File: src/rtl/alu_if.sv
// Operand/result bundle between an ALU client (master) and the ALU (slave).
// V exists only when ALU_OVERFLOW_EN is defined.
interface alu_if #(parameter int WIDTH = 8);
  logic [WIDTH-1:0] A;
  logic [WIDTH-1:0] B;
  logic [1:0]       control;
  logic             in_valid;
  logic             C_out;
  logic             Zero;
  logic             Negative;
`ifdef ALU_OVERFLOW_EN
  logic             V;
`endif
  logic [WIDTH-1:0] result;
  logic             out_valid;

`ifdef ALU_OVERFLOW_EN
  modport master (output A, B, control, in_valid,
                  input  C_out, Zero, Negative, V, result, out_valid);
  modport slave  (input  A, B, control, in_valid,
                  output C_out, Zero, Negative, V, result, out_valid);
`else
  modport master (output A, B, control, in_valid,
                  input  C_out, Zero, Negative, result, out_valid);
  modport slave  (input  A, B, control, in_valid,
                  output C_out, Zero, Negative, result, out_valid);
`endif
endinterface

File: src/rtl/alu.sv
// Single-cycle registered ALU (ADD/SUB/AND/OR) with carry, zero and sign flags.
// Defining ALU_OVERFLOW_EN adds the signed-overflow flag V.
module alu #(
  parameter int WIDTH = 8
) (
  input  logic clk,
  input  logic rst_n,
  alu_if.slave bus
);

  typedef enum logic [1:0] {
    OP_ADD = 2'd0,
    OP_SUB = 2'd1,
    OP_AND = 2'd2,
    OP_OR  = 2'd3
  } opcode_e;

  opcode_e          w_op;
  logic [WIDTH-1:0] w_bOperand;
  logic             w_carryIn;
  logic [WIDTH:0]   w_sum;
  logic [WIDTH-1:0] w_result;
  logic             w_carry;
  logic             w_overflow;

  logic [WIDTH-1:0] r_result;
  logic             r_carry;
  logic             r_zero;
  logic             r_negative;
  logic             r_outValid;

  // SUB reuses the adder as A + ~B + 1 so the carry out doubles as "no borrow".
  always_comb begin
    w_op       = opcode_e'(bus.control);
    w_bOperand = bus.B;
    w_carryIn  = 1'b0;
    w_result   = '0;
    w_carry    = 1'b0;
    w_overflow = 1'b0;
    if (w_op == OP_SUB) begin
      w_bOperand = ~bus.B;
      w_carryIn  = 1'b1;
    end
    w_sum = {1'b0, bus.A} + {1'b0, w_bOperand} + {{WIDTH{1'b0}}, w_carryIn};
    case (w_op)
      OP_ADD, OP_SUB: begin
        w_result   = w_sum[WIDTH-1:0];
        w_carry    = w_sum[WIDTH];
        w_overflow = (bus.A[WIDTH-1] == w_bOperand[WIDTH-1]) &&
                     (w_sum[WIDTH-1] != bus.A[WIDTH-1]);
      end
      OP_AND:  w_result = bus.A & bus.B;
      OP_OR:   w_result = bus.A | bus.B;
      default: w_result = '0;
    endcase
  end

  always_ff @(posedge clk) begin
    if (!rst_n) begin
      r_result   <= '0;
      r_carry    <= 1'b0;
      r_zero     <= 1'b1;
      r_negative <= 1'b0;
      r_outValid <= 1'b0;
    end else begin
      r_outValid <= bus.in_valid;
      if (bus.in_valid) begin
        r_result   <= w_result;
        r_carry    <= w_carry;
        r_zero     <= (w_result == '0);
        r_negative <= w_result[WIDTH-1];
      end
    end
  end

`ifdef ALU_OVERFLOW_EN
  logic r_overflow;

  always_ff @(posedge clk) begin
    if (!rst_n) begin
      r_overflow <= 1'b0;
    end else if (bus.in_valid) begin
      r_overflow <= w_overflow;
    end
  end

  assign bus.V = r_overflow;
`else
  logic w_unusedOverflow;
  assign w_unusedOverflow = w_overflow;
`endif

  assign bus.result    = r_result;
  assign bus.C_out     = r_carry;
  assign bus.Zero      = r_zero;
  assign bus.Negative  = r_negative;
  assign bus.out_valid = r_outValid;

endmodule

File: src/flat_wrapper.sv
// flat-port wrapper written by rule: the top's interface ports become plain ports
module alu_flat 
#(
  parameter int WIDTH = 8
)
  (clk, rst_n, bus_A, bus_B, bus_control, bus_in_valid, bus_C_out, bus_Zero, bus_Negative, bus_result, bus_out_valid);
  alu_if #(.WIDTH(WIDTH)) bus_i ();
  input  logic clk;
  input  logic rst_n;
  input wire logic [$bits(bus_i.A)-1:0] bus_A;
  input wire logic [$bits(bus_i.B)-1:0] bus_B;
  input wire logic [$bits(bus_i.control)-1:0] bus_control;
  input wire logic [$bits(bus_i.in_valid)-1:0] bus_in_valid;
  output wire logic [$bits(bus_i.C_out)-1:0] bus_C_out;
  output wire logic [$bits(bus_i.Zero)-1:0] bus_Zero;
  output wire logic [$bits(bus_i.Negative)-1:0] bus_Negative;
  output wire logic [$bits(bus_i.result)-1:0] bus_result;
  output wire logic [$bits(bus_i.out_valid)-1:0] bus_out_valid;
  assign bus_i.A = bus_A;
  assign bus_i.B = bus_B;
  assign bus_i.control = bus_control;
  assign bus_i.in_valid = bus_in_valid;
  assign bus_C_out = bus_i.C_out;
  assign bus_Zero = bus_i.Zero;
  assign bus_Negative = bus_i.Negative;
  assign bus_result = bus_i.result;
  assign bus_out_valid = bus_i.out_valid;
  alu #(.WIDTH(WIDTH)) u_core (.clk(clk), .rst_n(rst_n), .bus(bus_i));
endmodule
File: config.mk
export PLATFORM = sky130hd
export DESIGN_NAME = alu_flat
export DESIGN_NICKNAME = d
export VERILOG_FILES = /design/src/rtl/alu_if.sv /design/src/rtl/alu.sv /design/src/flat_wrapper.sv
export SDC_FILE = /design/constraint.sdc
export NUM_CORES = 1
export LEC_CHECK = 0
export ABC_AREA = 1
export CORE_ASPECT_RATIO = 0.75
export CORE_UTILIZATION = 47
export CTS_CLUSTER_DIAMETER = 40
export DETAILED_ROUTE_END_ITERATION = 10
export PLACE_DENSITY_LB_ADDON = 0.15
export SLEW_MARGIN = 20
export SYNTH_ARGS = -nofsm -noshare
export SYNTH_HDL_FRONTEND = slang
export SYNTH_SLANG_ARGS = --single-unit
File: constraint.sdc
create_clock -name clk -period 2.2 [get_ports clk]
set_input_delay 0.33 -clock clk [delete_from_list [all_inputs] [get_ports clk]]
set_output_delay 0.33 -clock clk [all_outputs]
set_load 0.01 [all_outputs]
Yosys cells after proc, flatten, opt, wreduce, memory -nomap -nowiden

Cells that the tools add are included.

Add/sub/neg operators: 2
Mux-type cells: 4
Multipliers: 0
Div/mod/pow operators: 0
Reductions and logical operators: 3
Bitwise operators: 3
Shift-type cells: 0
Eq/ne operators: 3
Magnitude comparators: 0

Operators by type and width:

| operator                                             | number |
|---|---|
| case mux 8 bit (3 select lines)                      | 1 |
| adder 8 x 8 -> 9 bit                                 | 1 |
| adder 9 x 1 -> 9 bit                                 | 1 |
| AND 8 bit                                            | 1 |
| logical NOT 8 bit                                    | 1 |
| 2-to-1 mux 8 bit                                     | 1 |
| NOT 8 bit                                            | 1 |
| bitwise OR 8 bit                                     | 1 |
| equality test 2 bit (second input constant)          | 2 |
| equality test 2 x 1 -> 1 bit (second input constant) | 1 |
| logical NOT 2 bit                                    | 1 |
| 2-to-1 mux 1 bit                                     | 2 |
| OR reduction 2 bit                                   | 1 |

Memory bits (writable): 0
Register bits after elaboration: 12
Logic and storage cells: 20
ROM bits: 0
Latch bits: 0
Input port bits: 21
Output and inout port bits: 12
Memories: 0

Depth between registers and ports, before layout

Depth after elaboration: 6
Mapped depth: 15
Depth with buffers taken out: 15

Worst setup path before layout

OpenSTA, ideal clock, no wires.

Kind: input to register
From: in bus_control[1]
To: reg u_core.r_zero (netlist: u_core.bus.Zero)
Path slack: 0.127 ns
Data required time: 2.142 ns
Data arrival time: 2.015 ns
Setup time: 0.058 ns
Buffers on the path: 0
Stages: 12
Path through: inv_4 nand2_4 xnor2_1 fa_1 or2_2 nand3_2 nand2_1 nor2_1 nand2_1 nor2_2 nand4_1 nand2_1

Longest elaborated chain between the ends: 6
Elaborated cells between the ends (all ways): 11
Those cells by class: add/sub: 2; eq/ne: 3; mux: 3; reduce/logical: 3

Ends and longest elaborated chain:

| element                           | line                 | source |
|---|---|---|
| from (decl)                       | flat_wrapper.sv:12   | `input wire logic [$bits(bus_i.control)-1:0] bus_control;` |
| equality test 2 x 1 -> 1 bit      | alu.sv:40, alu.sv:45 |  |
| 2-to-1 mux 8 bit                  | alu.sv:40            | `if (w_op == OP_SUB) begin` |
| adder 8 x 8 -> 9 bit              | alu.sv:44            | `w_sum = {1'b0, bus.A} + {1'b0, w_bOperand} + {{WIDTH{1'b0}}, w_carryIn};` |
| adder 9 x 1 -> 9 bit              | alu.sv:44            |  |
| case mux 8 bit (3 select lines) * | alu.sv:45            | `case (w_op)` |
| logical NOT 8 bit *               | alu.sv:70            | `r_zero <= (w_result == '0);` |
| to (signal assigned)              | alu.sv:70            |  |
| to (decl)                         | alu.sv:28            | `logic r_zero;` |

Mark *: on every way between the ends. The rest lies on a longest branch, timed or not.
A chain may end at the register's enable or synchronous reset.

Worst setup path after layout

From: in bus_B[1]
To: reg u_core.r_zero (netlist: u_core.bus.Zero)

Longest elaborated chain between the ends: 6
Elaborated cells between the ends (all ways): 8
Those cells by class: add/sub: 2; mux: 2; bitwise: 3; reduce/logical: 1

Ends and longest elaborated chain:

| element                           | line               | source |
|---|---|---|
| from (decl)                       | flat_wrapper.sv:11 | `input wire logic [$bits(bus_i.B)-1:0] bus_B;` |
| NOT 8 bit                         | alu.sv:41          | `w_bOperand = ~bus.B;` |
| 2-to-1 mux 8 bit                  | alu.sv:40          |  |
| adder 8 x 8 -> 9 bit              | alu.sv:44          |  |
| adder 9 x 1 -> 9 bit              | alu.sv:44          |  |
| case mux 8 bit (3 select lines) * | alu.sv:45          |  |
| logical NOT 8 bit *               | alu.sv:70          |  |

Marks and branches as above.

==> flow_metrics.env <==
export IMPL_drt_pass1_iter_count=4
export IMPL_max_vdd_ir_drop_v=0.0003307
export IMPL_leak_nw=0.8837
export IMPL_fin_crit_share_pct=96.08
export IMPL_yosysTopAreaCell="sky130_fd_sc_hd__dfxtp_1"
export IMPL_ant_nets=0
export IMPL_cts_buffers_inserted=3
export IMPL_synthesis_yosys_warnings=0
export IMPL_io_pin_count=33
export IMPL_final_setup_viol_count=0
export IMPL_maxSlewHeadroom_pct=82.28
export IMPL_grt_use_total_pct=23.92
export IMPL_maxCapViolCount=0
export IMPL_grt_setup_unrepaired="false"
export IMPL_most_common_layout_cells="sky130_fd_sc_hd__nand2_1, sky130_fd_sc_hd__clkdlybuf4s50_1, sky130_fd_sc_hd__inv_1, sky130_fd_sc_hd__nor2_1, sky130_fd_sc_hd__buf_4"
export IMPL_clock_skew_final_ns=0
export IMPL_globalRouteMet3Util_pct=5.444
export IMPL_die_height_um=44.79
export IMPL_max_clock_freq_mhz=473.1
export IMPL_cts_tree="built"
export IMPL_timing_worst_setup_path_type="in2reg"
export IMPL_drt_first_iter_violations=50
export IMPL_cell_internal_pwr_mw=0.4804
export IMPL_gr_max_usage_layer="met2"
export IMPL_synthesis_instances=179
export IMPL_routed_wire_length_per_instance_um=11.17
export IMPL_final_weighted_congestion_in_routability_driven_placement=0.8977
export IMPL_critPathLaunch="bus_B[1]"
export IMPL_cp_required_ns=2.42
export IMPL_seq_area_frac_synth_pct=19.19
export IMPL_detailed_place_hpwl_mm=2.489
export IMPL_tritoncts_num_sinks=11
export IMPL_via_count=1300
export IMPL_netlist_area_leader_share_pct=19.19
export IMPL_number_of_antenna_violations_at_the_first_check_in_global_routing=0
export IMPL_reg2reg_to="u_core.bus.result[3]$_SDFFE_PN0P_"
export IMPL_antenna_cells_inserted=0
export IMPL_wire_length_of_the_first_global_routing_pass_mm=4.664
export IMPL_detail_route_drc_violations=0
export IMPL_met2_usage_pct=45.00
export IMPL_clk_pin_slew_worst_paths_ns=0.07
export IMPL_first_global_vias=1129
export IMPL_root_buffer="sky130_fd_sc_hd__clkbuf_4"
export IMPL_route_final_wire_length_mm=2.993
export IMPL_timing_final_hold_violations=0
export IMPL_cellPowerDensity_mw_per_mm2=445.4
export IMPL_post_route_cells_drive_above_1_share_pct=20.09
export IMPL_crit_path_end="u_core.bus.Zero$_SDFFE_PN1P_"
export IMPL_avgSynthCellArea_um2=6.410
export IMPL_min_delay_path_class="reg2reg"
export IMPL_synth_async_sr_flop_share_pct=0
export IMPL_outcome="finished, final reports clean"
export IMPL_worst_r2r_setup_slack_ns=1.49
export IMPL_min_period_ns=2.114
export IMPL_h_tree_depth=1
export IMPL_power_share_sequential_pct=29.5
export IMPL_port_buffer_count=32
export IMPL_flow_area_growth_from_synthesis_pct=48.20
export IMPL_tightestPinTransition_ns=0.2652
export IMPL_report_final_slew_viol_count=0
export IMPL_postLayoutCoreUtil_pct=73.66
export IMPL_mostFrequentLayoutCell="sky130_fd_sc_hd__nand2_1"
export IMPL_power_frac_clock_pct=18.1
export IMPL_finish_net_count=267
export IMPL_placed_cell_area_mm2=0.001655
export IMPL_setup_tns_final_ns=0
export IMPL_initial_core_util_pct=49.70
export IMPL_floorplan_rows=15
export IMPL_grt_max_degree=13
export IMPL_num_fill_cells=209
export IMPL_die_area_mm2=0.002645
export IMPL_worst_skew_pair_late_latency_ns=0.27
export IMPL_post_synth_instance_area_mm2=0.001147
export IMPL_power_switching_share_pct=36.56
export IMPL_yosys_register_bits=11
export IMPL_avgViaCountPerCell=4.851
export IMPL_grt_use_met1_pct=28.25
export IMPL_die_x_um=59.05
export IMPL_ff2ff_path_depth=2
export IMPL_final_cell_area_mm2=0.001700
export IMPL_register_area_um2=220.2
export IMPL_cp_end_kind="register"
export IMPL_synth_area_top_cells="sky130_fd_sc_hd__dfxtp_1, sky130_fd_sc_hd__nand2_1, sky130_fd_sc_hd__ha_1, sky130_fd_sc_hd__inv_1, sky130_fd_sc_hd__nor2_1"
export IMPL_r2r_start="u_core.bus.result[3]$_SDFFE_PN0P_"
export IMPL_timing_critical_path_fanout_max=2
export IMPL_mappedNetlistNets=211
export IMPL_cts_hold_bufs=0
export IMPL_worst_setup_path_start_kind="input pin"
export IMPL_grt_ovfl_total=0
export IMPL_synth_main_ff_cell="sky130_fd_sc_hd__dfxtp_1"
export IMPL_critPathArrivalTime_ns=2.33
export IMPL_p_sw_mw=0.2769
export IMPL_clk_path_buf_depth=2
export IMPL_synth_edff_count=0
export IMPL_multi_input_area_um2=823.3
export IMPL_comb_power_share_pct=52.5
export IMPL_ys_types=26
export IMPL_core_ar_mm2=0.002308
-- critical path, cell delays in order --
cell and delay, ns:
sky130_fd_sc_hd__clkdlybuf4s50_1 0.47, sky130_fd_sc_hd__xnor2_2 0.24, sky130_fd_sc_hd__fa_1 0.43, sky130_fd_sc_hd__or2_2 0.31
sky130_fd_sc_hd__nand3_2 0.08, sky130_fd_sc_hd__nand2_1 0.05, sky130_fd_sc_hd__nor2_1 0.10, sky130_fd_sc_hd__nand2_1 0.07
sky130_fd_sc_hd__nor2_2 0.10, sky130_fd_sc_hd__nand4_1 0.08, sky130_fd_sc_hd__nand2_1 0.06
-- layer usage --
metal | wire (um) | up-vias
met1 | 1374 | 579
met5 | 0 | -
met2 | 1479 | 33
li1 | - | 686
met3 | 129 | 2
met4 | 9 | 0
-- how the worst min path moves through the flow --
stage	endpoint	startpoint	slack, ns	cells after the start
6_report	u_core.bus.C_out$_SDFFE_PN0P_	u_core.bus.C_out$_SDFFE_PN0P_	0.47	2
5_1_grt	u_core.bus.Zero$_SDFFE_PN1P_	u_core.bus.Zero$_SDFFE_PN1P_	0.52	2
4_1_cts	u_core.bus.C_out$_SDFFE_PN0P_	u_core.bus.C_out$_SDFFE_PN0P_	0.47	2
3_5_place_dp	u_core.bus.C_out$_SDFFE_PN0P_	u_core.bus.C_out$_SDFFE_PN0P_	0.46	2
3_3_place_gp	u_core.bus.C_out$_SDFFE_PN0P_	u_core.bus.C_out$_SDFFE_PN0P_	0.46	2
2_1_floorplan	u_core.bus.out_valid$_SDFF_PN0_	rst_n	0.43	2
-- final cells by class --
cell class	count	area share, %
well taps	34	2.502
inverters	27	6.107
flip-flops and latches	11	12.95
repair buffers	53	28.48
multi-input cells	139	48.42
clock buffers	4	1.545
-- cells in the mapped netlist, types with 2 or more instances --
| master | count |
|---|---|
| sky130_fd_sc_hd__nand2_1 | 37 |
| sky130_fd_sc_hd__inv_1 | 26 |
| sky130_fd_sc_hd__nor2_1 | 25 |
| sky130_fd_sc_hd__nand3_1 | 13 |
| sky130_fd_sc_hd__dfxtp_1 | 11 |
| sky130_fd_sc_hd__ha_1 | 10 |
| sky130_fd_sc_hd__a21oi_1 | 8 |
| sky130_fd_sc_hd__xnor2_1 | 7 |
| sky130_fd_sc_hd__a31oi_1 | 6 |
| sky130_fd_sc_hd__nand2_2 | 6 |
| sky130_fd_sc_hd__nand3_2 | 5 |
| sky130_fd_sc_hd__o21ai_0 | 5 |
| sky130_fd_sc_hd__nand2_4 | 2 |
| sky130_fd_sc_hd__nand4_1 | 2 |
| sky130_fd_sc_hd__nor2_2 | 2 |
| sky130_fd_sc_hd__nor3_1 | 2 |
| sky130_fd_sc_hd__o21ai_1 | 2 |
| sky130_fd_sc_hd__or2_2 | 2 |
-- through the flow --
stage | setup slack (ns) | cells | total power, mW | hold WS (ns)
6_report | 0.08621 | 268 | 0.7573 | 0.4743
5_1_grt | 0.005809 | 268 | 0.8211 | 0.5178
4_1_cts | 0.00001643 | 268 | 0.7572 | 0.4712
3_5_place_dp | -0.3909 | 264 | 0.6184 | 0.4605
3_3_place_gp | -0.3103 | 264 | 0.6073 | 0.4583
2_1_floorplan | 0.1273 | 179 | 0.4475 | 0.4276
-- sequential cells by signal (all words and copies together), names as in the netlist --
signal and flops:
u_core.bus.C_out 1, u_core.bus.out_valid 1, u_core.bus.result 7, u_core.bus.Negative 1
u_core.bus.Zero 1
-- timing repair --
item / 4_1_cts / 5_1_grt
pin swaps: 0 / 1
endpoints found under the setup margin: 1 / 3
buffers inserted: 0 / 0
resized for setup: 4 / 4
-- power by group through the flow --
| stage | clock network (mW) | registers, mW | logic, mW |
|---|---|---|---|
| global placement | 0 | 0.227 | 0.380 |
| floorplan | 0 | 0.236 | 0.212 |
| finish | 0.137 | 0.223 | 0.397 |
| global route | 0.155 | 0.225 | 0.441 |
| CTS | 0.140 | 0.224 | 0.393 |
| detailed placement | 0 | 0.228 | 0.390 |
-- logic make-up after synthesis --
| family | after synthesis | share of synthesized area (%) |
|---|---|---|
| XOR/XNOR | 7 | 5.344 |
| flip-flops | 11 | 19.19 |
| AND/OR/NAND/NOR | 98 | 41.33 |
| AO/OA/AOI/OAI | 23 | 11.34 |
| buffers and inverters | 29 | 10.14 |
| adder cells (fa/ha/maj) | 11 | 12.65 |
Note: power is estimated with default switching activity, not from simulation.
